$ cat src/rtl/lut_func_pkg.sv
// rtl/lut_func_pkg.sv - shared constants, config FSM states and sizing helpers for lut_func_unit
package lut_func_pkg;
    localparam int HIT_CNT_W = 16;
    localparam logic [63:0] LUT_DEFAULT_TT = 64'h0000_0000_0000_F830;

    typedef logic [1:0] cfg_state_t;
    localparam cfg_state_t CFG_IDLE   = 2'd0;
    localparam cfg_state_t CFG_LOAD   = 2'd1;
    localparam cfg_state_t CFG_COMMIT = 2'd2;

    function automatic int tt_w(input int n_in);
        return 1 << n_in;
    endfunction

    // A single-channel build still carries a 1-bit channel select.
    function automatic int ch_w(input int ch);
        return (ch > 1) ? $clog2(ch) : 1;
    endfunction
endpackage

$ cat src/rtl/lut_cfg_loader.sv
// rtl/lut_cfg_loader.sv - serial truth-table loader: IDLE/LOAD/COMMIT FSM, bit counter, shadow register
module lut_cfg_loader
    import lut_func_pkg::*;
#(
    parameter int N_IN = 4,
    parameter int CH   = 2
) (
    input  logic                    clk,
    input  logic                    rst_n,
    input  logic                    cfg_start,
    input  logic [ch_w(CH)-1:0]     cfg_ch,
    input  logic                    cfg_bit,
    output logic                    cfg_busy,
    output logic                    commit,
    output logic [ch_w(CH)-1:0]     commit_ch,
    output logic [tt_w(N_IN)-1:0]   commit_tt
);
    localparam int TT_W = tt_w(N_IN);
    localparam int CHW  = ch_w(CH);

    cfg_state_t       state;
    logic [N_IN-1:0]  cnt;
    logic [CHW-1:0]   ch_q;
    logic [TT_W-1:0]  shadow;

    always_ff @(posedge clk or negedge rst_n) begin
        if (!rst_n) begin
            state  <= CFG_IDLE;
            cnt    <= '0;
            ch_q   <= '0;
            shadow <= '0;
        end else begin
            case (state)
                CFG_IDLE: begin
                    if (cfg_start) begin
                        state <= CFG_LOAD;
                        ch_q  <= cfg_ch;
                        cnt   <= '0;
                    end
                end
                CFG_LOAD: begin
                    shadow[cnt] <= cfg_bit;
                    cnt         <= cnt + 1'b1;
                    if (cnt == N_IN'(TT_W - 1)) begin
                        state <= CFG_COMMIT;
                    end
                end
                CFG_COMMIT: state <= CFG_IDLE;
                default:    state <= CFG_IDLE;
            endcase
        end
    end

    // An out-of-range channel still runs the full load; only the write is dropped.
    assign cfg_busy  = (state != CFG_IDLE);
    assign commit    = (state == CFG_COMMIT) && ({1'b0, ch_q} < (CHW + 1)'(CH));
    assign commit_ch = ch_q;
    assign commit_tt = shadow;
endmodule

$ cat src/rtl/lut_func_unit.sv
// rtl/lut_func_unit.sv - multi-channel LUT boolean function unit, 2-stage pipeline; optional LUT_FUNC_HIT_CNT_EN
module lut_func_unit
    import lut_func_pkg::*;
#(
    parameter int N_IN = 4,
    parameter int CH   = 2,
    parameter logic [tt_w(N_IN)-1:0] DEFAULT_TT = LUT_DEFAULT_TT[tt_w(N_IN)-1:0]
) (
    input  logic                  clk,
    input  logic                  rst_n,
    input  logic                  in_valid,
    output logic                  in_ready,
    input  logic [CH*N_IN-1:0]    in_data,
    output logic                  out_valid,
    input  logic                  out_ready,
    output logic [CH-1:0]         out_data,
    input  logic                  cfg_start,
    input  logic [ch_w(CH)-1:0]   cfg_ch,
    input  logic                  cfg_bit,
    output logic                  cfg_busy
`ifdef LUT_FUNC_HIT_CNT_EN
    , output logic [CH*HIT_CNT_W-1:0] hit_cnt
`endif
);
    localparam int TT_W = tt_w(N_IN);
    localparam int CHW  = ch_w(CH);

    logic [TT_W-1:0]    tbl [CH];
    logic               s1_valid;
    logic [CH*N_IN-1:0] s1_data;
    logic               s2_advance;
    logic [CH-1:0]      lookup;
    logic               cfg_commit;
    logic [CHW-1:0]     cfg_commit_ch;
    logic [TT_W-1:0]    cfg_commit_tt;

    lut_cfg_loader #(.N_IN(N_IN), .CH(CH)) u_loader (
        .clk       (clk),
        .rst_n     (rst_n),
        .cfg_start (cfg_start),
        .cfg_ch    (cfg_ch),
        .cfg_bit   (cfg_bit),
        .cfg_busy  (cfg_busy),
        .commit    (cfg_commit),
        .commit_ch (cfg_commit_ch),
        .commit_tt (cfg_commit_tt)
    );

    assign s2_advance = !out_valid || out_ready;
    assign in_ready   = !s1_valid || s2_advance;

    always_comb begin
        lookup = '0;
        for (int c = 0; c < CH; c++) begin
            lookup[c] = tbl[c][s1_data[c*N_IN +: N_IN]];
        end
    end

    // Table write lands at the end of the COMMIT cycle, so S2 captures with the old table until then.
    always_ff @(posedge clk or negedge rst_n) begin
        if (!rst_n) begin
            for (int c = 0; c < CH; c++) begin
                tbl[c] <= DEFAULT_TT;
            end
        end else if (cfg_commit) begin
            tbl[cfg_commit_ch] <= cfg_commit_tt;
        end
    end

    always_ff @(posedge clk or negedge rst_n) begin
        if (!rst_n) begin
            s1_valid  <= 1'b0;
            s1_data   <= '0;
            out_valid <= 1'b0;
            out_data  <= '0;
        end else begin
            if (in_ready) begin
                s1_valid <= in_valid;
                if (in_valid) begin
                    s1_data <= in_data;
                end
            end
            if (s2_advance) begin
                out_valid <= s1_valid;
                if (s1_valid) begin
                    out_data <= lookup;
                end
            end
        end
    end

`ifdef LUT_FUNC_HIT_CNT_EN
    logic [HIT_CNT_W-1:0] hits [CH];

    always_ff @(posedge clk or negedge rst_n) begin
        if (!rst_n) begin
            for (int c = 0; c < CH; c++) begin
                hits[c] <= '0;
            end
        end else begin
            for (int c = 0; c < CH; c++) begin
                if (cfg_commit && cfg_commit_ch == CHW'(c)) begin
                    hits[c] <= '0;
                end else if (out_valid && out_ready && out_data[c] && hits[c] != '1) begin
                    hits[c] <= hits[c] + 1'b1;
                end
            end
        end
    end

    always_comb begin
        hit_cnt = '0;
        for (int c = 0; c < CH; c++) begin
            hit_cnt[c*HIT_CNT_W +: HIT_CNT_W] = hits[c];
        end
    end
`endif
endmodule

$ cat config.mk
export PLATFORM = sky130hd
export DESIGN_NAME = lut_func_unit
export DESIGN_NICKNAME = d
export VERILOG_FILES = /design/src/rtl/lut_func_pkg.sv /design/src/rtl/lut_cfg_loader.sv /design/src/rtl/lut_func_unit.sv
export SDC_FILE = /design/constraint.sdc
export NUM_CORES = 1
export LEC_CHECK = 0
export ABC_CLOCK_PERIOD_IN_PS = 2500
export CELL_PAD_IN_SITES_DETAIL_PLACEMENT = 2
export CELL_PAD_IN_SITES_GLOBAL_PLACEMENT = 2
export CORE_MARGIN = 3
export CORE_UTILIZATION = 45
export CTS_CLUSTER_DIAMETER = 100
export DETAILED_ROUTE_END_ITERATION = 16
export PLACE_DENSITY = 0.83
export SLEW_MARGIN = 0
export SYNTH_ARGS = -nofsm -noshare
export SYNTH_HDL_FRONTEND = slang
export SYNTH_SLANG_ARGS = --single-unit
$ cat constraint.sdc
create_clock -name clk -period 2.5 [get_ports clk]
set_clock_uncertainty 0.15 [all_clocks]
set_input_delay 0.625 -clock clk [delete_from_list [all_inputs] [get_ports clk]]
set_output_delay 0.625 -clock clk [all_outputs]
set_load 0.02 [all_outputs]
Word level (Yosys, flattened, before mapping)
Cells that the tools add are included.

storage, ports and cells
  bits in registers = 67
  output and inout port bits = 5

cells by class
  eq/ne operators = 5
  order comparisons = 6
  bitwise logic cells = 1
  $add $sub $neg = 1
  multiplexer cells = 15
  reductions and logical operators = 14

operators with widths
  kind                                                                                  count
  32-bit bitwise mux                                                                    1
  16-bit bitwise mux                                                                    1
  16-bit demux with 1-bit select                                                        1
  16-bit 2-to-1 mux                                                                     1
  4-bit by 5-bit less-than comparator with 1-bit output (second input constant)         3
  2-bit AND reduction                                                                   5
  1-bit binary-select mux with 4-bit select                                             2
  4-bit case mux with 2 select lines                                                    1
  4-bit by 1-bit adder with 4-bit output (second input constant)                        1
  1-bit demux with 4-bit select                                                         1
  4-bit equality test (second input constant)                                           1
  4-bit by 1-bit greater-or-equal comparator with 1-bit output (second input constant)  1
  2-bit 2-to-1 mux                                                                      2
  4-bit 2-to-1 mux                                                                      1
  2-bit case mux with 2 select lines                                                    1
  2-bit nonzero test                                                                    2
  1-bit 2-to-1 mux                                                                      3
  2-bit by 1-bit equality test with 1-bit output (second input constant)                1
  2-bit equality test (second input constant)                                           1
  2-bit greater-or-equal comparator (second input constant)                             1
  1-bit logical AND                                                                     2
  1-bit logical NOT                                                                     2
  2-bit logical NOT                                                                     1
  1-bit logical OR                                                                      2
  4 further kinds                                                                       4

Longest topological paths before layout
Gate-level depths: netlist (run 1).

  word-level depth = 6
  gate-level depth with buffers = 5

By module
From an unflattened synthesis (run 1), not the netlist that was laid out.

unflattened totals
  cells, all modules = 219
  area total of the unflattened synthesis = 3,035.4 sq um

by module, submodules not included
  module          area an instance (sq um)  cells an instance  seq. area each (sq um)  times used
  lut_func_unit   1,954.4                   131                1,118.6                 1
  lut_cfg_loader  1,081.0                   88                 575.6                   1

Worst setup path before layout (run 1)
Ideal clock, no wire load.

  kind = in2reg
  start = input out_ready
  end = register s1_data[0]
  buffers on the path = 0
  data required time = 2.225 ns
  stages = 3
  library setup time = 0.125 ns
  path slack = 0.652 ns
  data arrival time = 1.573 ns
  cells stage by stage = nand3b_1 > nand2_1 > mux2_2

on the way
  longest elaborated chain between the ends = 3

RTL lines
  item                                  RTL line             text
  start, declared                       lut_func_unit.sv:15  input logic out_ready,
  1-bit logical OR                      lut_func_unit.sv:49  assign s2_advance = !out_valid || out_ready;
  1-bit logical OR                      lut_func_unit.sv:50  assign in_ready = !s1_valid || s2_advance;
  2-bit AND reduction (no source line)  --
  end signal, assigned                  lut_func_unit.sv:80  s1_data <= in_data;
  end, declared                         lut_func_unit.sv:30  logic [CH*N_IN-1:0] s1_data;

No other way between the ends.
A chain may end at the register's enable or synchronous reset.

Worst setup path in the final report (run 1)
  start = register u_loader.state[0]
  end = output cfg_busy

on the way
  longest elaborated chain between the ends = 1

RTL lines
  item                    RTL line              text
  start, declared         lut_cfg_loader.sv:21  cfg_state_t state;
  start signal, assigned  lut_cfg_loader.sv:28  state <= CFG_IDLE;
  start signal, assigned  lut_cfg_loader.sv:36  state <= CFG_LOAD;
  start signal, assigned  lut_cfg_loader.sv:45  state <= CFG_COMMIT;
  2-bit nonzero test      lut_cfg_loader.sv:55  assign cfg_busy = (state != CFG_IDLE);
  end, declared           lut_func_unit.sv:20   output logic cfg_busy

No other way between the ends.

==> results of run 1 <==
[state kept, by name (all words and copies together) (netlist names)]
signal,cells
u_loader.commit_tt,16
out_data,2
u_loader.state,2
s1_data,8
s1_valid,1
out_valid,1
u_loader.commit_ch,1
u_loader.cnt,4
tbl,32
[placed cells by master (no fill, tap or decap), types with 2 or more instances in the layout]
cell type        instances
a22o_1                   2
o22ai_1                  3
nand2_1                 12
clkbuf_8                13
nand2b_1                 9
nand3b_1                 2
clkbuf_1                 2
dfstp_2                 14
inv_1                    5
buf_4                    3
mux4_2                   3
ha_1                     4
o21ai_0                  2
nor2b_1                  2
nor4_1                   3
nand3_1                  3
nor2_1                  14
nor3_1                   6
mux2_2                  62
clkdlybuf4s50_1         17
a211o_1                  2
dfrtp_1                 53
mux2i_1                  2
[area by class of cell]
| cell class | count | area, um^2 |
|---|---|---|
| inverter | 5 | 18.8 |
| sequential | 67 | 1690 |
| fill | 612 | 2930 |
| clock buffer | 15 | 186 |
| timing repair buffer | 23 | 226 |
| multi-input combinational | 142 | 1260 |
| clock inverter | 1 | 5.00 |
| tap | 77 | 96.3 |
[critical path, cell delays in order, from the launching register on]
cell             delay (ns)
dfrtp_1                0.50
nor2_1                 0.10
inv_1                  0.06
clkdlybuf4s50_1        0.59
[how the worst max path moves through the flow]
stage          slack [ns]    endpoint  depth (start not counted)               from
2_1_floorplan        0.65  s1_data[0]                          3          out_ready
3_3_place_gp        -0.08    in_ready                          3          out_ready
3_5_place_dp        -0.12    in_ready                          3          out_ready
4_1_cts              0.11    cfg_busy                          3  u_loader.state[0]
5_1_grt              0.02    cfg_busy                          3  u_loader.state[0]
6_report             0.13    cfg_busy                          3  u_loader.state[0]
[through the flow]
step | setup WS (ns) | instances | hold slack (ns) | power (uW)
after global placement | -0.0813 | 314 | 0.326 | 2530
after detailed placement | -0.122 | 314 | 0.333 | 2620
final | 0.131 | 330 | 0.146 | 3490
after global routing | 0.0170 | 330 | 0.164 | 3720
after CTS | 0.105 | 330 | 0.157 | 3540
after floorplan | 0.652 | 222 | 0.179 | 2270
[layer usage]
| metal | vias to the layer above | wire length (um) | global-route usage (%) |
|---|---|---|---|
| met5 | - | 0 | 0 |
| met4 | 0 | 260 | 9.34 |
| met3 | 22 | 275 | 6.21 |
| met2 | 41 | 3870 | 36.6 |
| met1 | 995 | 3050 | 24.9 |
| li1 | 844 | - | - |
[repair_timing]
action	in CTS	in global routing
setup buffers	0	0
gates resized for setup	1	0
endpoints found under the setup margin	1	0
[where the power goes]
group          internal (uW)  total [uW]  leakage [uW]  switching (uW)
sequential              1410        1770      0.000813             353
clock                    469         862     0.0000997             393
combinational            462         865      0.000653             403
total                   2340        3490       0.00157            1150
[cell families after synthesis]
family	after synthesis	synth area share, %
buffers and inverters	13	2.40
adder cells (fa/ha/maj)	4	1.65
multiplexers	67	25.9
AND/OR/NAND/NOR	55	9.46
AO/OA/AOI/OAI	16	4.63
flip-flops	67	55.9
==> impl_metrics.csv, run 1 <==
group,metric,value,unit
yosys,synth_enable_flop_cells,0,
hold_path,class_of_the_worst_hold_path,"input pin to asynchronous set/reset pin",
worst_setup_path,setup_crit_path_kind,"flop to output port",
sta,timing.final.max_slew_violations,0,
yosys,postSynthNetCount,241,
clock_tree,clk_pin_slew_worst_paths,0.08,ns
clock_tree,post_cts_hold_buffer_count,0,
sta,max_frequency,422,MHz
clock_tree,tritoncts_buffer_count,9,
yosys,synth-seq-cells,67,
worst_setup_path,critPathCaptureType,"output port",
yosys,synth_top_area_share,43.8,%
grt,gr-usage-all-layers,21.3,%
final_layout,design.final.nets,267,
clock_tree,cts_tree,"built",
grt,antenna_violations_before_repair,0,
detailed_routing,number_of_vias_after_detailed_routing,1902,
clock_tree,ctsRootBufferMaster,"clkbuf_8",
floorplan,floorplan.die.height,88.0,um
sta,final.min_clock_period,2.37,ns
sta,min_period_over_period,94.8,%
detailed_routing,route.final.wire_length,7.45,mm
final_layout,final_area,3490,um^2
power,leakagePower,0.00157,uW
worst_setup_path,worst-path-max-fanout,7,
worst_setup_path,worst_ep_arrival_time,1.59,ns
yosys,yosys_warnings,0,
clock_tree,cts_htree_levels,3,
floorplan,floorplan.rows,29,
floorplan,floorplan.die_area,7750,um^2
floorplan,initial_core_util,47.2,%
floorplan,dieWidth,88.0,um
place,dp_hpwl,4.96,mm
yosys,ys_top_cells_by_count,"62 x mux2_2, 53 x dfrtp_1, 14 x dfstp_2, 14 x nor2_1, 12 x nand2_1",
place,placedInstanceArea,3300,um^2
sta,slew-limit-headroom,60.4,%
final_layout,areaGrowthSynthToFinish,15.2,%
clock_tree,cts.path.max_buffers,2,
yosys,synth.yosys.seq_area_share,55.9,%
final_layout,post_route_utilization,54.3,%
sta,setup_tns,0,ns
place,numPortBuffers,19,
yosys,yosys.cell_types.count,34,
sta,timing_hold_violations_final,0,
yosys,syn_area_per_cell,13.6,um^2
floorplan,coreArea,6420,um^2
detailed_routing,vias_per_cell,5.76,
grt,wire_length_of_the_first_global_routing_pass,12.1,mm
worst_setup_path,r2r_setup_slack,0.50,ns
worst_setup_path,timing.critical_path.required,1.73,ns
outcome,status,"finished clean",
worst_setup_path,r2r_start,"s1_data[1]",
worst_setup_path,crit-reg2reg-capture,"out_data[0]",
yosys,postSynth.asyncResetShare,100,%
detailed_routing,total_iterations_of_the_first_detailed_routing_run,4,
grt,grt_remaining_overflow,0,
power,powerDensity,1000,nW/um^2
worst_setup_path,timing.critical_path.from_type,"flop",
final_layout,num_antenna_cells,0,
sta,setup_repair_after_global_routing_missed_its_margin,"no",
yosys,most_area_consuming_cells_after_synthesis,"dfrtp_1 44%, mux2_2 23%, dfstp_2 12%, mux4_2 2.2%, nand2b_1 1.9%",
detailed_routing,drt_iter0_drc,49,
place,finalWeightedCongestion,0.694,
power,vdd_ir_drop_max,0.445,mV
detailed_routing,post_drt_wl_per_cell,22.6,um
clock_tree,clk_latency,0.34,ns
sta,worstMarginPinSlew,0.579,ns
yosys,synth_top_flop_cell,"dfrtp_1",
grt,first_global_vias,2175,
yosys,synth.cell_area,3030,um^2
final_layout,post_route_cells_drive_above_1_share,39.9,%
detailed_routing,final_antenna_net_count,0,
yosys,synthMostInstantiatedCell,"mux2_2",
detailed_routing,detail_route.drc_violations,0,
worst_setup_path,reg2reg_depth,4,
clock_tree,number_of_sinks_driven_by_the_clock_tree,67,
sta,setup_viol,0,
job,max_cap_viols,0,
floorplan,design.portCount,20,
yosys,syn_inst,222,
grt,grt_start_max_net_pins,68,
yosys,yosys.area.top_type,"dfrtp_1",
Power figures use the tool's default switching activity.
==> inputs of run 2 (changes only) <==
SKIP_CTS_REPAIR_TIMING = 1   (was unset)
TNS_END_PERCENT = 20   (was unset)
==> run 2 against run 1 <==
Compared with the run above: core utilization is 0.058 points higher; die area unchanged; register-to-register slack hardly changed; flip-flop and latch count did not move; final area increased by 0.11%; count of clock-buffer cells in the layout unchanged; total power about the same; largest cell class unchanged.
==> impl_metrics.csv, run 2 (synthesized netlist as in run 1, its figures left out) <==
group,metric,value,unit
worst_setup_path,worst_path_max_delay_cell,"clkdlybuf4s50_1",
detailed_routing,total_iterations_of_the_first_detailed_routing_run,4,
floorplan,floorplan.die_area,7750,um^2
final_layout,areaGrowthSynthToFinish,15.3,%
sta,post-route-worst-setup-slack,0.131,ns
power,switching_power,1150,uW
grt,wire_length_of_the_first_global_routing_pass,12.1,mm
worst_setup_path,critical_path.max_stage_delay,0.59,ns
worst_setup_path,critPathCaptureType,"output port",
worst_setup_path,path_depth,3,
power,switching_share,32.9,%
detailed_routing,post_drt_wl_per_cell,22.6,um
final_layout,largest_register,"tbl",
grt,antenna_violations_before_repair,0,
detailed_routing,drt_iter0_drc,49,
final_layout,post_route_cells_drive_above_1_share,39.9,%
place,dp_hpwl,4.96,mm
sta,hold_slack,0.146,ns
detailed_routing,final_antenna_net_count,0,
worst_setup_path,critPathTopFamily,"buffers and inverters",
detailed_routing,vias_per_cell,5.76,
clock_tree,number_of_sinks_driven_by_the_clock_tree,67,
place,placement.setup.worst_slack,-0.122,ns
worst_setup_path,cp.buffers_inverters,2,
worst_setup_path,worst-path-max-fanout,7,
job,max_cap_viols,0,
final_layout,post_route_utilization,54.4,%
place,numPortBuffers,19,
sta,final.min_clock_period,2.37,ns
floorplan,floorplan.rows,29,
power,powerDensity,1000,nW/um^2
power,clk_network_pwr_share,24.7,%
floorplan,initial_core_util,47.2,%
final_layout,design.final.nets,267,
worst_setup_path,timing.critical_path.from_type,"flop",
power,p_int,2340,uW
power,power.share.combinational,24.8,%
final_layout,commonest_cells_after_routing_fill_and_taps_aside,"62 x mux2_2, 53 x dfrtp_1, 17 x clkdlybuf4s50_1",
floorplan,design.portCount,20,
grt,grt_start_max_net_pins,68,
floorplan,coreArea,6420,um^2
grt,first_global_vias,2175,
worst_setup_path,timing.critical_path.from,"u_loader.state[0]",
sta,setup_repair_after_global_routing_missed_its_margin,"no",
place,finalWeightedCongestion,0.694,
sta,min_period_over_period,94.8,%
worst_setup_path,r2r_start,"s1_data[1]",
final_layout,largest_register_ffs,32,
floorplan,floorplan.die.height,88.0,um
clock_tree,ctsRootBufferMaster,"clkbuf_8",
grt,gr-usage-all-layers,21.3,%
detailed_routing,route.final.wire_length,7.45,mm
power,leakagePower,0.00157,uW
worst_setup_path,timing.critical_path.required,1.73,ns
worst_setup_path,reg2reg_depth,4,
outcome,status,"finished clean",
detailed_routing,detail_route.drc_violations,0,
hold_path,class_of_the_worst_hold_path,"input pin to asynchronous set/reset pin",
sta,timing_hold_violations_final,0,
clock_tree,cts.path.max_buffers,2,
detailed_routing,number_of_vias_after_detailed_routing,1902,
sta,max_frequency,422,MHz
sta,timing.final.max_slew_violations,0,
final_layout,num_antenna_cells,0,
clock_tree,tritoncts_buffer_count,9,
power,sequential_fraction_of_design_power,50.5,%
worst_setup_path,worstPathCellList,"nor2_1, inv_1, clkdlybuf4s50_1",
floorplan,dieWidth,88.0,um
sta,setup_viol,0,
power,vdd_ir_drop_max,0.445,mV
clock_tree,cts_htree_levels,3,
worst_setup_path,worst_ep_arrival_time,1.59,ns
clock_tree,clk_latency,0.34,ns
worst_setup_path,setup_crit_path_kind,"flop to output port",
sta,worstMarginPinSlew,0.579,ns
sta,slew-limit-headroom,60.4,%
clock_tree,clk_pin_slew_worst_paths,0.08,ns
final_layout,layout_commonest_cell,"mux2_2",
clock_tree,cts_tree,"built",
sta,setup_tns,0,ns
grt,grt_remaining_overflow,0,
run 2: cell count changes in the layout (fill, tap and decap cells not counted):
cell | previous run | this run
dlymetal6s2s_1 | 0 | 1
dlygate4sd2_1 | 1 | 0
run 2: layout make-up:
class,instances,area (um^2)
multi-input combinational,142,1260
sequential,67,1690
timing repair buffer,23,230
inverter,5,18.8
tap,77,96.3
clock buffer,15,186
clock inverter,1,5.00
fill,610,2930
run 2: per-layer routing:
layer  track usage (%)  routed length [um]  vias to the layer above
li1                  -                   -                      844
met1              24.9                3050                      995
met2              36.6                3870                       41
met3              6.21                 275                       22
met4              9.34                 260                        0
met5                 0                   0                        -
run 2: path summary, 6_finish.rpt:
check | end | slack, ns
max | cfg_busy | 0.13
min | s1_data[6] | 0.15
max reg2reg | out_data[0] | 0.50
min reg2reg | out_data[1] | 0.35
max in group asynchronous | tbl[28] | 1.72
min in group clk | out_data[1] | 0.35
run 2: power groups by stage:
stage                     logic, uW  registers, uW  clock network, uW
after floorplan                 670           1600                  0
after global placement          798           1730                  0
final                           866           1770                862
after global routing            958           1820                944
after detailed placement        851           1770                  0
after CTS                       885           1770                886
run 2: metrics by stage:
| step | cells | area, um^2 | total power (uW) |
|---|---|---|---|
| after floorplan | 222 | 3030 | 2270 |
| after global placement | 314 | 3300 | 2530 |
| after detailed placement | 314 | 3300 | 2620 |
| after CTS | 330 | 3490 | 3540 |
| after global routing | 330 | 3490 | 3720 |
| final | 330 | 3490 | 3490 |
